==> src/rtl/scan_pkg.sv <==
// Shared state encoding and width/polarity helpers for the multiplexed
// display scan controller.
package scan_pkg;

  typedef enum logic [1:0] {
    ST_IDLE  = 2'd0,
    ST_BLANK = 2'd1,
    ST_ON    = 2'd2
  } scan_state_e;

  function automatic int clog2(input int v);
    for (int r = 0; r < 31; r++)
      if ((1 << r) >= v) return r;
    return 31;
  endfunction

  function automatic int sel_width(input int n);
    return (clog2(n) < 1) ? 1 : clog2(n);
  endfunction

  // Wide enough to hold the longer of the two dwell lengths.
  function automatic int cnt_width(input int tick_div, input int blank_cycles);
    return clog2(((tick_div > blank_cycles) ? tick_div : blank_cycles) + 1);
  endfunction

  function automatic logic anode_level(input logic active, input logic active_low);
    return active ^ active_low;
  endfunction

endpackage

==> src/rtl/next_digit_finder.sv <==
// Combinational search over the digit mask: lowest set index and the next
// set index above the current one, wrapping to the lowest.
module next_digit_finder #(
  parameter int NUM_DIGITS = 7,
  parameter int SEL_W      = scan_pkg::sel_width(NUM_DIGITS)
) (
  input  logic [SEL_W-1:0]      cur,
  input  logic [NUM_DIGITS-1:0] mask,
  output logic [SEL_W-1:0]      next_idx,
  output logic [SEL_W-1:0]      lowest_idx,
  output logic                  valid
);

  logic             found_up;
  logic [SEL_W-1:0] up_idx;

  always_comb begin
    lowest_idx = '0;
    valid      = 1'b0;
    up_idx     = '0;
    found_up   = 1'b0;
    for (int i = 0; i < NUM_DIGITS; i++) begin
      if (mask[i] && !valid) begin
        lowest_idx = SEL_W'(i);
        valid      = 1'b1;
      end
      if (mask[i] && !found_up && (i > int'(cur))) begin
        up_idx   = SEL_W'(i);
        found_up = 1'b1;
      end
    end
  end

  assign next_idx = found_up ? up_idx : lowest_idx;

endmodule

==> src/rtl/digit_scan_ctrl.sv <==
// Multiplexed display scan: one-hot anode drive with per-digit dwell,
// dead-time blanking between digits, enable mask with skip, frame strobe.
module digit_scan_ctrl import scan_pkg::*; #(
  parameter int NUM_DIGITS       = 7,
  parameter int TICK_DIV         = 100000,
  parameter int BLANK_CYCLES     = 1000,
  parameter int ANODE_ACTIVE_LOW = 1,
  parameter int SEL_W            = sel_width(NUM_DIGITS)
) (
  input  logic                  clock,
  input  logic                  reset_n,
  input  logic                  enable,
  input  logic [NUM_DIGITS-1:0] digit_mask,
  output logic [SEL_W-1:0]      digit_sel,
  output logic [NUM_DIGITS-1:0] anode,
  output logic                  blank,
  output logic                  frame_start
);

  localparam int            CW        = cnt_width(TICK_DIV, BLANK_CYCLES);
  localparam logic [CW-1:0] TICK_LD   = CW'(TICK_DIV - 1);
  localparam logic [CW-1:0] BLANK_LD  = (BLANK_CYCLES > 0) ? CW'(BLANK_CYCLES - 1) : '0;
  localparam logic          ACT_LO    = (ANODE_ACTIVE_LOW != 0);
  localparam logic [NUM_DIGITS-1:0] ANODE_OFF = {NUM_DIGITS{ACT_LO}};

  function automatic logic [NUM_DIGITS-1:0] drive(input logic [SEL_W-1:0] idx);
    logic [NUM_DIGITS-1:0] a;
    for (int i = 0; i < NUM_DIGITS; i++)
      a[i] = anode_level(SEL_W'(i) == idx, ACT_LO);
    return a;
  endfunction

  scan_state_e      state;
  logic [CW-1:0]    cnt;
  logic [SEL_W-1:0] nxt_idx;
  logic [SEL_W-1:0] low_idx;
  logic             any_en;
  logic             leave_on;
  logic [SEL_W-1:0] tgt;

  next_digit_finder #(
    .NUM_DIGITS (NUM_DIGITS),
    .SEL_W      (SEL_W)
  ) u_finder (
    .cur        (digit_sel),
    .mask       (digit_mask),
    .next_idx   (nxt_idx),
    .lowest_idx (low_idx),
    .valid      (any_en)
  );

  // Dwell expiry and a mask bit dropped under the lit digit both end the slot.
  assign leave_on = (state == ST_ON) && ((cnt == '0) || !digit_mask[digit_sel]);
  assign tgt      = (state == ST_IDLE) ? low_idx : nxt_idx;

  always_ff @(posedge clock or negedge reset_n) begin
    if (!reset_n) begin
      state       <= ST_IDLE;
      digit_sel   <= '0;
      anode       <= ANODE_OFF;
      blank       <= 1'b1;
      frame_start <= 1'b0;
      cnt         <= '0;
    end else begin
      frame_start <= 1'b0;
      if (!enable) begin
        state     <= ST_IDLE;
        digit_sel <= '0;
        anode     <= ANODE_OFF;
        blank     <= 1'b1;
        cnt       <= '0;
      end else if (!any_en) begin
        // Empty mask parks in IDLE but keeps the last selected index.
        state <= ST_IDLE;
        anode <= ANODE_OFF;
        blank <= 1'b1;
        cnt   <= '0;
      end else if (state == ST_IDLE || leave_on) begin
        digit_sel <= tgt;
        if (BLANK_CYCLES == 0) begin
          state       <= ST_ON;
          anode       <= drive(tgt);
          blank       <= 1'b0;
          cnt         <= TICK_LD;
          frame_start <= (tgt == low_idx);
        end else begin
          state <= ST_BLANK;
          anode <= ANODE_OFF;
          blank <= 1'b1;
          cnt   <= BLANK_LD;
        end
      end else if (state == ST_BLANK && cnt == '0) begin
        state       <= ST_ON;
        anode       <= drive(digit_sel);
        blank       <= 1'b0;
        cnt         <= TICK_LD;
        frame_start <= (digit_sel == low_idx);
      end else if (state == ST_BLANK || state == ST_ON) begin
        cnt <= cnt - 1'b1;
      end else begin
        state <= ST_IDLE;
        anode <= ANODE_OFF;
        blank <= 1'b1;
        cnt   <= '0;
      end
    end
  end

endmodule
==> config.mk <==
export PLATFORM = sky130hd
export DESIGN_NAME = digit_scan_ctrl
export DESIGN_NICKNAME = d
export VERILOG_FILES = /design/src/rtl/scan_pkg.sv /design/src/rtl/next_digit_finder.sv /design/src/rtl/digit_scan_ctrl.sv
export SDC_FILE = /design/constraint.sdc
export NUM_CORES = 1
export LEC_CHECK = 0
export ABC_AREA = 1
export CAP_MARGIN = 20
export CELL_PAD_IN_SITES_DETAIL_PLACEMENT = 1
export CELL_PAD_IN_SITES_GLOBAL_PLACEMENT = 1
export CORE_UTILIZATION = 41
export CTS_CLUSTER_DIAMETER = 150
export CTS_CLUSTER_SIZE = 8
export DETAILED_ROUTE_END_ITERATION = 16
export PLACE_DENSITY_LB_ADDON = 0.1
export REMOVE_ABC_BUFFERS = 1
export SYNTH_ARGS = -nofsm -noshare
export SYNTH_HDL_FRONTEND = slang
export SYNTH_HIERARCHICAL = 1
export SYNTH_SLANG_ARGS = --single-unit
==> constraint.sdc <==
create_clock -name clock -period 2.3 [get_ports clock]
set_clock_uncertainty 0.1 [all_clocks]
set_input_delay 0.46 -clock clock [delete_from_list [all_inputs] [get_ports clock]]
set_output_delay 0.46 -clock clock [all_outputs]
set_load 0.05 [all_outputs]
Word level (Yosys, flattened, before mapping)
Cells that the tools add are included.
{"block": "word_totals", "reg_bits": 31, "output_inout_bits": 12}
{"block": "op_classes", "add_sub_neg": 1, "magnitude_cmp": 7, "eq_ne": 12, "n_mux": 56, "bitwise_logic": 7, "reduce_logical": 38}
{"cell": "17-bit 2-to-1 mux", "count": 5}
{"cell": "3-bit 2-to-1 mux", "count": 13}
{"cell": "7-bit 2-to-1 mux", "count": 5}
{"cell": "1-bit 2-to-1 mux", "count": 25}
{"cell": "1-bit logical AND", "count": 19}
{"cell": "17-bit zero test", "count": 1}
{"cell": "17-bit by 1-bit subtractor with 17-bit output (second input constant)", "count": 1}
{"cell": "2-bit 2-to-1 mux", "count": 7}
{"cell": "1-bit zero test", "count": 12}
{"cell": "3-bit == test (first input constant)", "count": 3}
{"cell": "3-bit greater-than comparator (first input constant)", "count": 3}
{"cell": "1-bit NOT", "count": 7}
{"cell": "2-bit by 3-bit == test with 1-bit output (first input constant)", "count": 2}
{"cell": "2-bit by 3-bit greater-than comparator with 1-bit output (first input constant)", "count": 2}
{"cell": "5-bit inequality test (second input constant)", "count": 1}
{"cell": "3-bit by 4-bit < comparator with 1-bit output (second input constant)", "count": 1}
{"cell": "2-bit by 1-bit inequality test with 1-bit output (second input constant)", "count": 2}
{"cell": "1-bit binary-select mux with 3-bit select", "count": 1}
{"cell": "1-bit by 3-bit == test with 1-bit output (first input constant)", "count": 1}
{"cell": "3-bit == test", "count": 1}
{"cell": "1-bit by 3-bit greater-than comparator with 1-bit output (first input constant)", "count": 1}
{"cell": "3-bit zero test", "count": 1}
{"cell": "1-bit logical OR", "count": 3}
{"cell": "2-bit by 1-bit == test with 1-bit output (second input constant)", "count": 1}
{"cell": "3 further kinds", "count": 3}

Depth between registers and ports, before layout
Gate-level depths: netlist of the first run.
{"block": "logic_depth", "ltp_word": 28, "mapped_depth": 14}

Modules after synthesis
Netlist of the first run, hierarchy kept.
{"module": "digit_scan_ctrl", "instances": 1, "cells_each": 242, "area_each_um2": 1886.8}
{"module": "next_digit_finder", "instances": 1, "cells_each": 53, "area_each_um2": 277.8}

Least setup slack after synthesis of the first run
OpenSTA, ideal clock, no wires.
{"block": "synth_timing", "path_type": "reg2reg", "start": "register digit_sel[1]", "end": "register cnt[2]", "arrival_ns": 1.762, "required_ns": 2.086, "setup_slack_ns": 0.324, "path_stages_with_launch": 13, "synth_period_minus_slack_ns": 1.976, "cell_sequence": "dfrtp_1 buf_4 inv_1 nand3_1 nand3_1 nand2_1 nand3_2 nand2_4 nand2_4 nor2_1 nand2_1 nand2_1 inv_1"}
{"block": "synth_between", "elab_chain_cells": 9}
{"item": "from (decl)", "line_no": "digit_scan_ctrl.sv:14", "rtl": "output logic [SEL_W-1:0] digit_sel,"}
{"item": "from (signal assigned)", "line_no": "digit_scan_ctrl.sv:79", "rtl": "digit_sel <= tgt;"}
{"item": "1-bit binary-select mux with 3-bit select", "line_no": "digit_scan_ctrl.sv:53", "rtl": "assign leave_on = (state == ST_ON) && ((cnt == '0) || !digit_mask[digit_sel]);"}
{"item": "1-bit 2-to-1 mux (implied by the code)", "line_no": "digit_scan_ctrl.sv:53"}
{"item": "1-bit zero test", "line_no": "digit_scan_ctrl.sv:53"}
{"item": "1-bit logical OR", "line_no": "digit_scan_ctrl.sv:53"}
{"item": "1-bit logical AND", "line_no": "digit_scan_ctrl.sv:53"}
{"item": "1-bit logical OR", "line_no": "digit_scan_ctrl.sv:78", "rtl": "end else if (state == ST_IDLE || leave_on) begin"}
{"item": "17-bit 2-to-1 mux", "line_no": "digit_scan_ctrl.sv:78"}
{"item": "17-bit 2-to-1 mux", "line_no": "digit_scan_ctrl.sv:72", "rtl": "end else if (!any_en) begin"}
{"item": "17-bit 2-to-1 mux", "line_no": "digit_scan_ctrl.sv:66", "rtl": "if (!enable) begin"}
{"item": "to (signal assigned)", "line_no": "digit_scan_ctrl.sv:99", "rtl": "cnt <= cnt - 1'b1;"}
{"item": "to (decl)", "line_no": "digit_scan_ctrl.sv:34", "rtl": "logic [CW-1:0] cnt;"}
No other way between the ends. The select of a mux whose other input is x is not followed.
A chain may end at the register's enable or synchronous reset.

Final worst setup path of the first run
{"block": "layout_timing", "start": "register anode[3]", "end": "output anode[3]"}
{"item": "from (decl)", "line_no": "digit_scan_ctrl.sv:15", "rtl": "output logic [NUM_DIGITS-1:0] anode,"}
{"item": "from (signal assigned)", "line_no": "digit_scan_ctrl.sv:82", "rtl": "anode <= drive(tgt);"}
{"item": "from (signal assigned)", "line_no": "digit_scan_ctrl.sv:94", "rtl": "anode <= drive(digit_sel);"}
No word-level cell between the ends.

==> summary.md, run 1 <==
| Metric | Value |
|---|---|
| Status | `finished, final reports clean` |
| Transition time of the tightest slew-check pin | `536.7 ps` |
| Avg Cell Area, Syn | `7.338 um^2` |
| Metal3 WL | `143 um` |
| Total power density per cell area | `574.5 nW/um^2` |
| Number of failing hold endpoints at the final stage | `0` |
| Number of synthesized register bits | `31` |
| Count of synthesis-stage warnings from yosys | `6` |
| Sequential share of power | `0.393` |
| Power Total | `1.521 mW` |
| Setup repair after global routing missed its margin | `false` |
| Longest individual stage delay on the worst path | `810 ps` |
| Post-CTS Hold Fix Bufs | `0` |
| Worst setup path class | `flip-flop to output pin` |
| Level count of the clock H-tree | `2` |
| Standby leakage power | `1.309 nW` |
| Floorplan die area | `5574 um^2` |
| Fraction of layout cells with a size suffix above 1 | `0.2186` |
| Switching power | `0.4695 mW` |
| TritonCTS Buffers | `5` |
| Floorplan row count | `26` |
| Horizontal die dimension | `74.66 um` |
| Series of cell instances along the critical path | `clkdlybuf4s50_1` |
| Area growth from synthesis to layout | `22.31%` |
| Parity-gate share of the synthesized area counting xor and xnor cells | `0.04855` |
| Clock-pin slew on the worst setup and hold paths | `70 ps` |
| Initial antenna violation count | `0` |
| Vias in the first global route | `2,004` |
| Post-DRT Antenna Nets | `0` |
| Maxcap violations | `0` |
| Buffer cell driving the clock tree root | `sky130_fd_sc_hd__clkbuf_8` |
| First DRT Iteration DRCs | `49` |
| Adder-cell share of the synthesized area | `0.02890` |
| Tcrit/Tclk final | `0.9566` |
| Average vias per placed instance | `4.884` |
| IR drop worst, VDD | `0.0002553 V` |
| Signal arrival time at the worst endpoint | `1640 ps` |
| Ant diodes | `0` |
| Maximum fanout along the worst path | `2` |
| Total setup violations reported at the end of the flow | `0` |
| Number of ports placed on the die boundary | `22` |
| Share of cell area taken by muxes after synthesis | `0` |
| Achievable Freq | `454.5 MHz` |
| Post-CTS Setup Bufs | `0` |
| Simple-gate portion of the synthesized area | `0.3942` |
| Clock latency at the later pin of the worst-skew pair | `280 ps` |
| Clock tree from TritonCTS | `built` |
| Req. time, crit path | `1740 ps` |
| First-pass GRT wire length | `9308 um` |
| Relative max-transition margin | `0.6411` |
| GR Util All Layers | `0.2261` |
| Synthesized-area fraction occupied by ao, oa, aoi and oai cells | `0.07861` |
| Total buffers and inverters traversed by the critical path | `1` |
| Sum of negative setup slack | `0 ps` |
| Residual overflow from global routing | `0` |
| Switching share of total power | `0.3086` |
| Netlist area before placement | `2165 um^2` |
| Wire length on met1 | `2594 um` |
| Synthesized instance count | `295` |
| Pin count of the biggest net entering global routing | `32` |
| Placer's final routability congestion estimate | `0.7429` |
| Critical path launch point type | `flip-flop` |
| Path class of the lowest-slack min-delay path | `flip-flop to flip-flop` |
| Internal | `1.052 mW` |
| Total number of vias | `1,973` |
| Slowest library cell on the worst path | `sky130_fd_sc_hd__clkdlybuf4s50_1` |
| Number of buffers inserted by port buffering | `21` |
| Power share of the clock group | `0.370` |
| Y dimension of the die | `74.66 um` |
| Total Routed Length | `5641 um` |
| Wire length on met2 | `2803 um` |
| Dominant combinational cell family by area after synthesis | `simple AND/OR/NAND/NOR gates` |
| Post-route DRC | `0` |
| DP HPWL | `4484 um` |
| Combinational cell fraction of total power | `0.237` |
| DR WL/cell | `13.96 um` |
| Final critical delay including setup and external delays | `2200 ps` |
| Count of nets after finishing | `348` |
| Count of fill cells added during filler insertion | `683` |
| Core region area | `5107 um^2` |
| Setup crit end kind | `output pin` |
| Starting utilization of the core area | `0.4238` |
| Kind of cell adding the most delay to the critical path | `buffers and inverters` |
| Final core utilization | `0.5184` |
| Final number of max-transition violations | `0` |
| Uppermost routed layer | `met4` |
| Count of different cell masters after synthesis | `30` |
| Number of clock sinks | `31` |
| Clock buffer depth | `2` |
| Post-CTS resize count | `0` |
| Detailed-routing iteration count for the pre-antenna-repair pass | `4` |
| Post-synthesis sequential area ratio | `0.3630` |
[layout make-up]
class / instances / area [um^2] / share of cell area
clock inverters: 2 / 35.03 / 0.01323
multi-input cells: 219 / 1191 / 0.4499
inverters: 40 / 150.1 / 0.05671
clock buffers: 6 / 82.58 / 0.03119
flip-flops and latches: 31 / 785.8 / 0.2968
repair buffers: 36 / 315.3 / 0.1191
well taps: 70 / 87.58 / 0.03308
[flip-flops by register name, summed over array words and instances, names as in the netlist]
name,flops
digit_sel,3
cnt,17
frame_start,1
anode,7
blank,1
state,2
[metal layers]
metal / vias up / track usage
met1: 944 / 0.2722
met5: - / 0
met2: 21 / 0.3984
met4: 0 / 0.08386
li1: 1001 / -
met3: 7 / 0.04552
[metrics by stage]
stage | std cells | hold slack (ps) | setup slack, ps | cell area, um^2
CTS | 404 | 408.3 | 89.66 | 2648
floorplan | 290 | 64.41 | 254.3 | 2127
detailed placement | 396 | 396.1 | 2.321 | 2530
global placement | 396 | 391.1 | 57.18 | 2530
global route | 404 | 432.7 | 58.59 | 2648
finish | 404 | 405.0 | 99.90 | 2648
[final timing paths]
check                              start       end  slack [ps]  cells past startpoint
worst min-delay path            anode[2]  anode[2]         410                      2
min in group asynchronous        reset_n    cnt[1]         480                      2
worst min register to register  anode[2]  anode[2]         410                      2
worst max-delay path            anode[3]  anode[3]         100                      1
worst max register to register    cnt[0]   cnt[10]         300                      9
max in group asynchronous        reset_n     blank        1290                      2
[Yosys cell counts]
cell,n,area [um^2]
sky130_fd_sc_hd__xnor2_1,5,43.79
sky130_fd_sc_hd__o21bai_1,1,7.510
sky130_fd_sc_hd__inv_1,38,142.6
sky130_fd_sc_hd__o21ai_0,14,70.07
sky130_fd_sc_hd__nand4_2,2,25.02
sky130_fd_sc_hd__buf_4,2,15.01
sky130_fd_sc_hd__dfrtp_1,23,575.6
sky130_fd_sc_hd__o31ai_1,1,7.510
sky130_fd_sc_hd__xor2_1,7,61.31
sky130_fd_sc_hd__inv_2,2,7.510
sky130_fd_sc_hd__nand3b_1,1,7.510
sky130_fd_sc_hd__buf_1,1,3.750
sky130_fd_sc_hd__buf_8,1,15.01
sky130_fd_sc_hd__nor2_1,41,153.9
sky130_fd_sc_hd__nand3b_4,1,20.02
sky130_fd_sc_hd__nand2_1,70,262.8
sky130_fd_sc_hd__o21ai_2,4,35.03
sky130_fd_sc_hd__nor2_2,12,75.07
sky130_fd_sc_hd__ha_1,5,62.56
sky130_fd_sc_hd__o21ai_1,2,10.01
sky130_fd_sc_hd__nand3_1,22,110.1
sky130_fd_sc_hd__nand2_4,2,22.52
sky130_fd_sc_hd__nand4_1,4,25.02
sky130_fd_sc_hd__nor2_4,4,45.04
sky130_fd_sc_hd__dfstp_2,8,210.2
sky130_fd_sc_hd__a21oi_1,8,40.04
sky130_fd_sc_hd__nor3_1,1,5.000
sky130_fd_sc_hd__nand2_2,5,31.28
sky130_fd_sc_hd__clkbuf_1,1,3.750
sky130_fd_sc_hd__nand3_2,7,70.07
[cell usage in the layout, fill, tap and decap left out]
master,count
sky130_fd_sc_hd__nand2_1,70
sky130_fd_sc_hd__nor2_1,41
sky130_fd_sc_hd__inv_1,38
sky130_fd_sc_hd__dfrtp_1,23
sky130_fd_sc_hd__nand3_1,22
sky130_fd_sc_hd__clkdlybuf4s50_1,18
sky130_fd_sc_hd__buf_4,18
sky130_fd_sc_hd__o21ai_0,14
sky130_fd_sc_hd__nor2_2,12
sky130_fd_sc_hd__a21oi_1,8
sky130_fd_sc_hd__dfstp_2,8
sky130_fd_sc_hd__nand3_2,7
sky130_fd_sc_hd__xor2_1,7
sky130_fd_sc_hd__clkbuf_8,6
sky130_fd_sc_hd__nand2_2,5
sky130_fd_sc_hd__xnor2_1,5
sky130_fd_sc_hd__ha_1,5
sky130_fd_sc_hd__nor2_4,4
sky130_fd_sc_hd__nand4_1,4
sky130_fd_sc_hd__o21ai_2,4
sky130_fd_sc_hd__inv_2,2
sky130_fd_sc_hd__nand2_4,2
sky130_fd_sc_hd__nand4_2,2
sky130_fd_sc_hd__o21ai_1,2
sky130_fd_sc_hd__nor3_1,1
sky130_fd_sc_hd__nand3b_4,1
sky130_fd_sc_hd__bufinv_16,1
sky130_fd_sc_hd__clkinv_2,1
sky130_fd_sc_hd__o31ai_1,1
sky130_fd_sc_hd__o21bai_1,1
sky130_fd_sc_hd__nand3b_1,1
[power by group through the flow]
stage | sequential (mW) | clock (mW) | combinational [mW]
floorplan | 0.620 | 0 | 0.216
global placement | 0.607 | 0 | 0.354
detailed placement | 0.607 | 0 | 0.361
CTS | 0.597 | 0.577 | 0.365
global route | 0.601 | 0.597 | 0.404
finish | 0.598 | 0.563 | 0.360
[cells by family after synthesis]
group / after synthesis
AO/OA/AOI/OAI: 30
XOR/XNOR: 12
adder cells (fa/ha/maj): 5
buffers and inverters: 45
flip-flops: 31
AND/OR/NAND/NOR: 172
(Power assumes the default switching activity.)
==> run 2: changes to the inputs <==
SKIP_LAST_GASP = 1   (was unset)
==> results of run 2 <==
Same layout as run 1: the final DEF is identical, and so are final timing and power.
==> run 3: changes to the inputs <==
CORE_MARGIN = 4   (was unset)
CTS_CLUSTER_SIZE = unset   (was 8)
==> summary.md, run 3 (synthesis results as in run 1) <==
| Metric | Value |
|---|---|
| Path class of the lowest-slack min-delay path | `flip-flop to flip-flop` |
| Placer's final routability congestion estimate | `0.7719 (+3.9%)` |
| Footprint of the multi-input gates | `1191 um^2 (unchanged)` |
| Total number of vias | `1,966 (-0.35%)` |
| Floorplan row count | `26 (unchanged)` |
| Worst setup path class | `flip-flop to output pin` |
| Critical path launch point type | `flip-flop` |
| Post-CTS resize count | `0 (unchanged)` |
| Level count of the clock H-tree | `2 (unchanged)` |
| Slowest library cell on the worst path | `sky130_fd_sc_hd__clkdlybuf4s50_1` |
| First-pass GRT wire length | `9846 um (+5.8%)` |
| Req. time, crit path | `1740 ps (about the same)` |
| Kind of cell adding the most delay to the critical path | `buffers and inverters` |
| Number of buffers inserted by port buffering | `21 (unchanged)` |
| Maximum fanout along the worst path | `2 (unchanged)` |
| Y dimension of the die | `80.66 um (+8.0%)` |
| Most common library cell in the layout ignoring fill and taps | `sky130_fd_sc_hd__nand2_1` |
| Number of failing hold endpoints at the final stage | `0 (unchanged)` |
| Status | `finished, final reports clean` |
| Core region area | `5107 um^2 (unchanged)` |
| Pin count of the biggest net entering global routing | `32 (unchanged)` |
| Area growth from synthesis to layout | `21.50%` |
| Vias in the first global route | `2,098 (+4.7%)` |
| Floorplan die area | `6506 um^2 (+17%)` |
| Internal | `0.9742 mW (-7.4%)` |
| Fraction of layout cells with a size suffix above 1 | `0.2156 (-0.002994)` |
| Count of nets after finishing | `348 (unchanged)` |
| Clock tree from TritonCTS | `built` |
| Buffer cell driving the clock tree root | `sky130_fd_sc_hd__clkbuf_8` |
| Final number of max-transition violations | `0 (unchanged)` |
| IR drop worst, VDD | `0.0002376 V (-6.9%)` |
| Ant diodes | `0 (unchanged)` |
| Placed cell areas | `2530 um^2 (unchanged)` |
| Detailed-routing iteration count for the pre-antenna-repair pass | `4 (unchanged)` |
| Horizontal die dimension | `80.66 um (+8.0%)` |
| First DRT Iteration DRCs | `55 (+12%)` |
| Top flop regs | `cnt x17, anode x7, digit_sel x3` |
| Setup crit end kind | `output pin` |
| Longest individual stage delay on the worst path | `800 ps (about the same)` |
| DP HPWL | `4509 um (+0.56%)` |
| Tcrit/Tclk final | `0.9481 (-0.008464)` |
| Highest-count cells in the layout ignoring fill and taps | `sky130_fd_sc_hd__nand2_1, sky130_fd_sc_hd__nor2_1, sky130_fd_sc_hd__inv_1` |
| Final core utilization | `0.5149 (-0.003429)` |
| Number of ports placed on the die boundary | `22 (unchanged)` |
| Count of fill cells added during filler insertion | `667 (-2.3%)` |
| Power Total | `1.423 mW (-6.5%)` |
| Post-CTS Setup Bufs | `0 (unchanged)` |
| Clock-pin slew on the worst setup and hold paths | `60 ps (about the same)` |
| Maxcap violations | `0 (unchanged)` |
| Post-route cell area | `2630 um^2 (-0.66%)` |
| Achievable Freq | `458.6 MHz (+0.89%)` |
| Series of cell instances along the critical path | `clkdlybuf4s50_1` |
| Final critical delay including setup and external delays | `2181 ps (-19.47 ps)` |
| Switching share of total power | `0.3153 (+0.006700)` |
| Total setup violations reported at the end of the flow | `0 (unchanged)` |
| Relative max-transition margin | `0.6636 (+0.02258)` |
| Setup repair after global routing missed its margin | `false` |
| Initial antenna violation count | `0 (unchanged)` |
| Combinational cell fraction of total power | `0.251 (+0.014)` |
| Post-DRT Antenna Nets | `0 (unchanged)` |
| Register area | `785.8 um^2 (unchanged)` |
| Sequential share of power | `0.423 (+0.030)` |
| Total Routed Length | `5618 um (-0.41%)` |
| Post-CTS Hold Fix Bufs | `0 (unchanged)` |
| Residual overflow from global routing | `0 (unchanged)` |
| Total power density per cell area | `541.0 nW/um^2 (-5.8%)` |
| Total buffers and inverters traversed by the critical path | `1 (unchanged)` |
| GR Util All Layers | `0.1966 (-0.02949)` |
| Standby leakage power | `1.299 nW (-0.74%)` |
| Average vias per placed instance | `4.866 (-0.35%)` |
| Power share of the clock group | `0.327 (-0.043)` |
| Number of clock sinks | `31 (unchanged)` |
| Signal arrival time at the worst endpoint | `1620 ps (-20 ps)` |
| DR WL/cell | `13.91 um (-0.41%)` |
| Switching power | `0.4487 mW (-4.4%)` |
| Post-route DRC | `0 (unchanged)` |
| Clock buffer depth | `2 (unchanged)` |
| Number of flip-flops under the largest register name | `17 (unchanged)` |
| Largest reg by FF count | `cnt` |
| TritonCTS Buffers | `5 (unchanged)` |
| Transition time of the tightest slew-check pin | `503.0 ps (-33.76 ps)` |
| Clock latency at the later pin of the worst-skew pair | `280 ps (about the same)` |
| Starting utilization of the core area | `0.4238 (unchanged)` |
==> run 3: changes by cell type in the layout (fill, tap and decap cells not counted) <==
cell,previous run,this run
sky130_fd_sc_hd__clkbuf_1,0,1
sky130_fd_sc_hd__bufinv_16,1,0
sky130_fd_sc_hd__clkinv_2,1,0
sky130_fd_sc_hd__clkbuf_8,6,7
==> run 3: path summary, 6_finish.rpt <==
kind,from,end,slack (ps),cells after the start
min in group asynchronous,reset_n,cnt[0],480,2
worst max-delay path,anode[5],anode[5],120,1
max in group asynchronous,reset_n,anode[3],1290,2
worst min-delay path,cnt[0],cnt[0],390,1
worst min register to register,cnt[0],cnt[0],390,1
worst max register to register,cnt[0],cnt[8],310,9
==> run 3: metrics by stage <==
| step | instances | setup slack (ps) | hold slack [ps] | TNS, ps |
|---|---|---|---|---|
| after floorplan | 290 | 254.3 | 64.41 | 0 |
| after global placement | 396 | 55.94 | 391.5 | 0 |
| after detailed placement | 396 | -70.32 | 386.3 | -70.32 |
| after CTS | 404 | 103.3 | 398.9 | 0 |
| after global routing | 404 | 79.32 | 425.1 | 0 |
| final | 404 | 119.4 | 393.6 | 0 |
==> run 3: routing by layer <==
| layer | global-route usage | wire, um | vias to the layer above |
|---|---|---|---|
| li1 | - | - | 1003 |
| met1 | 0.2401 | 2499 | 929 |
| met2 | 0.3427 | 2826 | 26 |
| met3 | 0.03924 | 200 | 8 |
| met4 | 0.06588 | 91 | 0 |
| met5 | 0 | 0 | - |
==> run 3: power groups by stage <==
stage / Combinational [mW] / Clock, mW / Sequential (mW)
after floorplan: 0.216 / 0 / 0.620
after global placement: 0.351 / 0 / 0.610
after detailed placement: 0.358 / 0 / 0.611
after CTS: 0.361 / 0.479 / 0.602
after global routing: 0.405 / 0.514 / 0.605
final: 0.357 / 0.465 / 0.602
==> run 3: final cells by class <==
cell class | count | area share
Timing Repair Buffer | 36 | 0.1199
Inverter | 40 | 0.05709
Multi-Input combinational cell | 219 | 0.4529
Clock buffer | 8 | 0.03806
Tap cell | 70 | 0.03330
Sequential cell | 31 | 0.2988
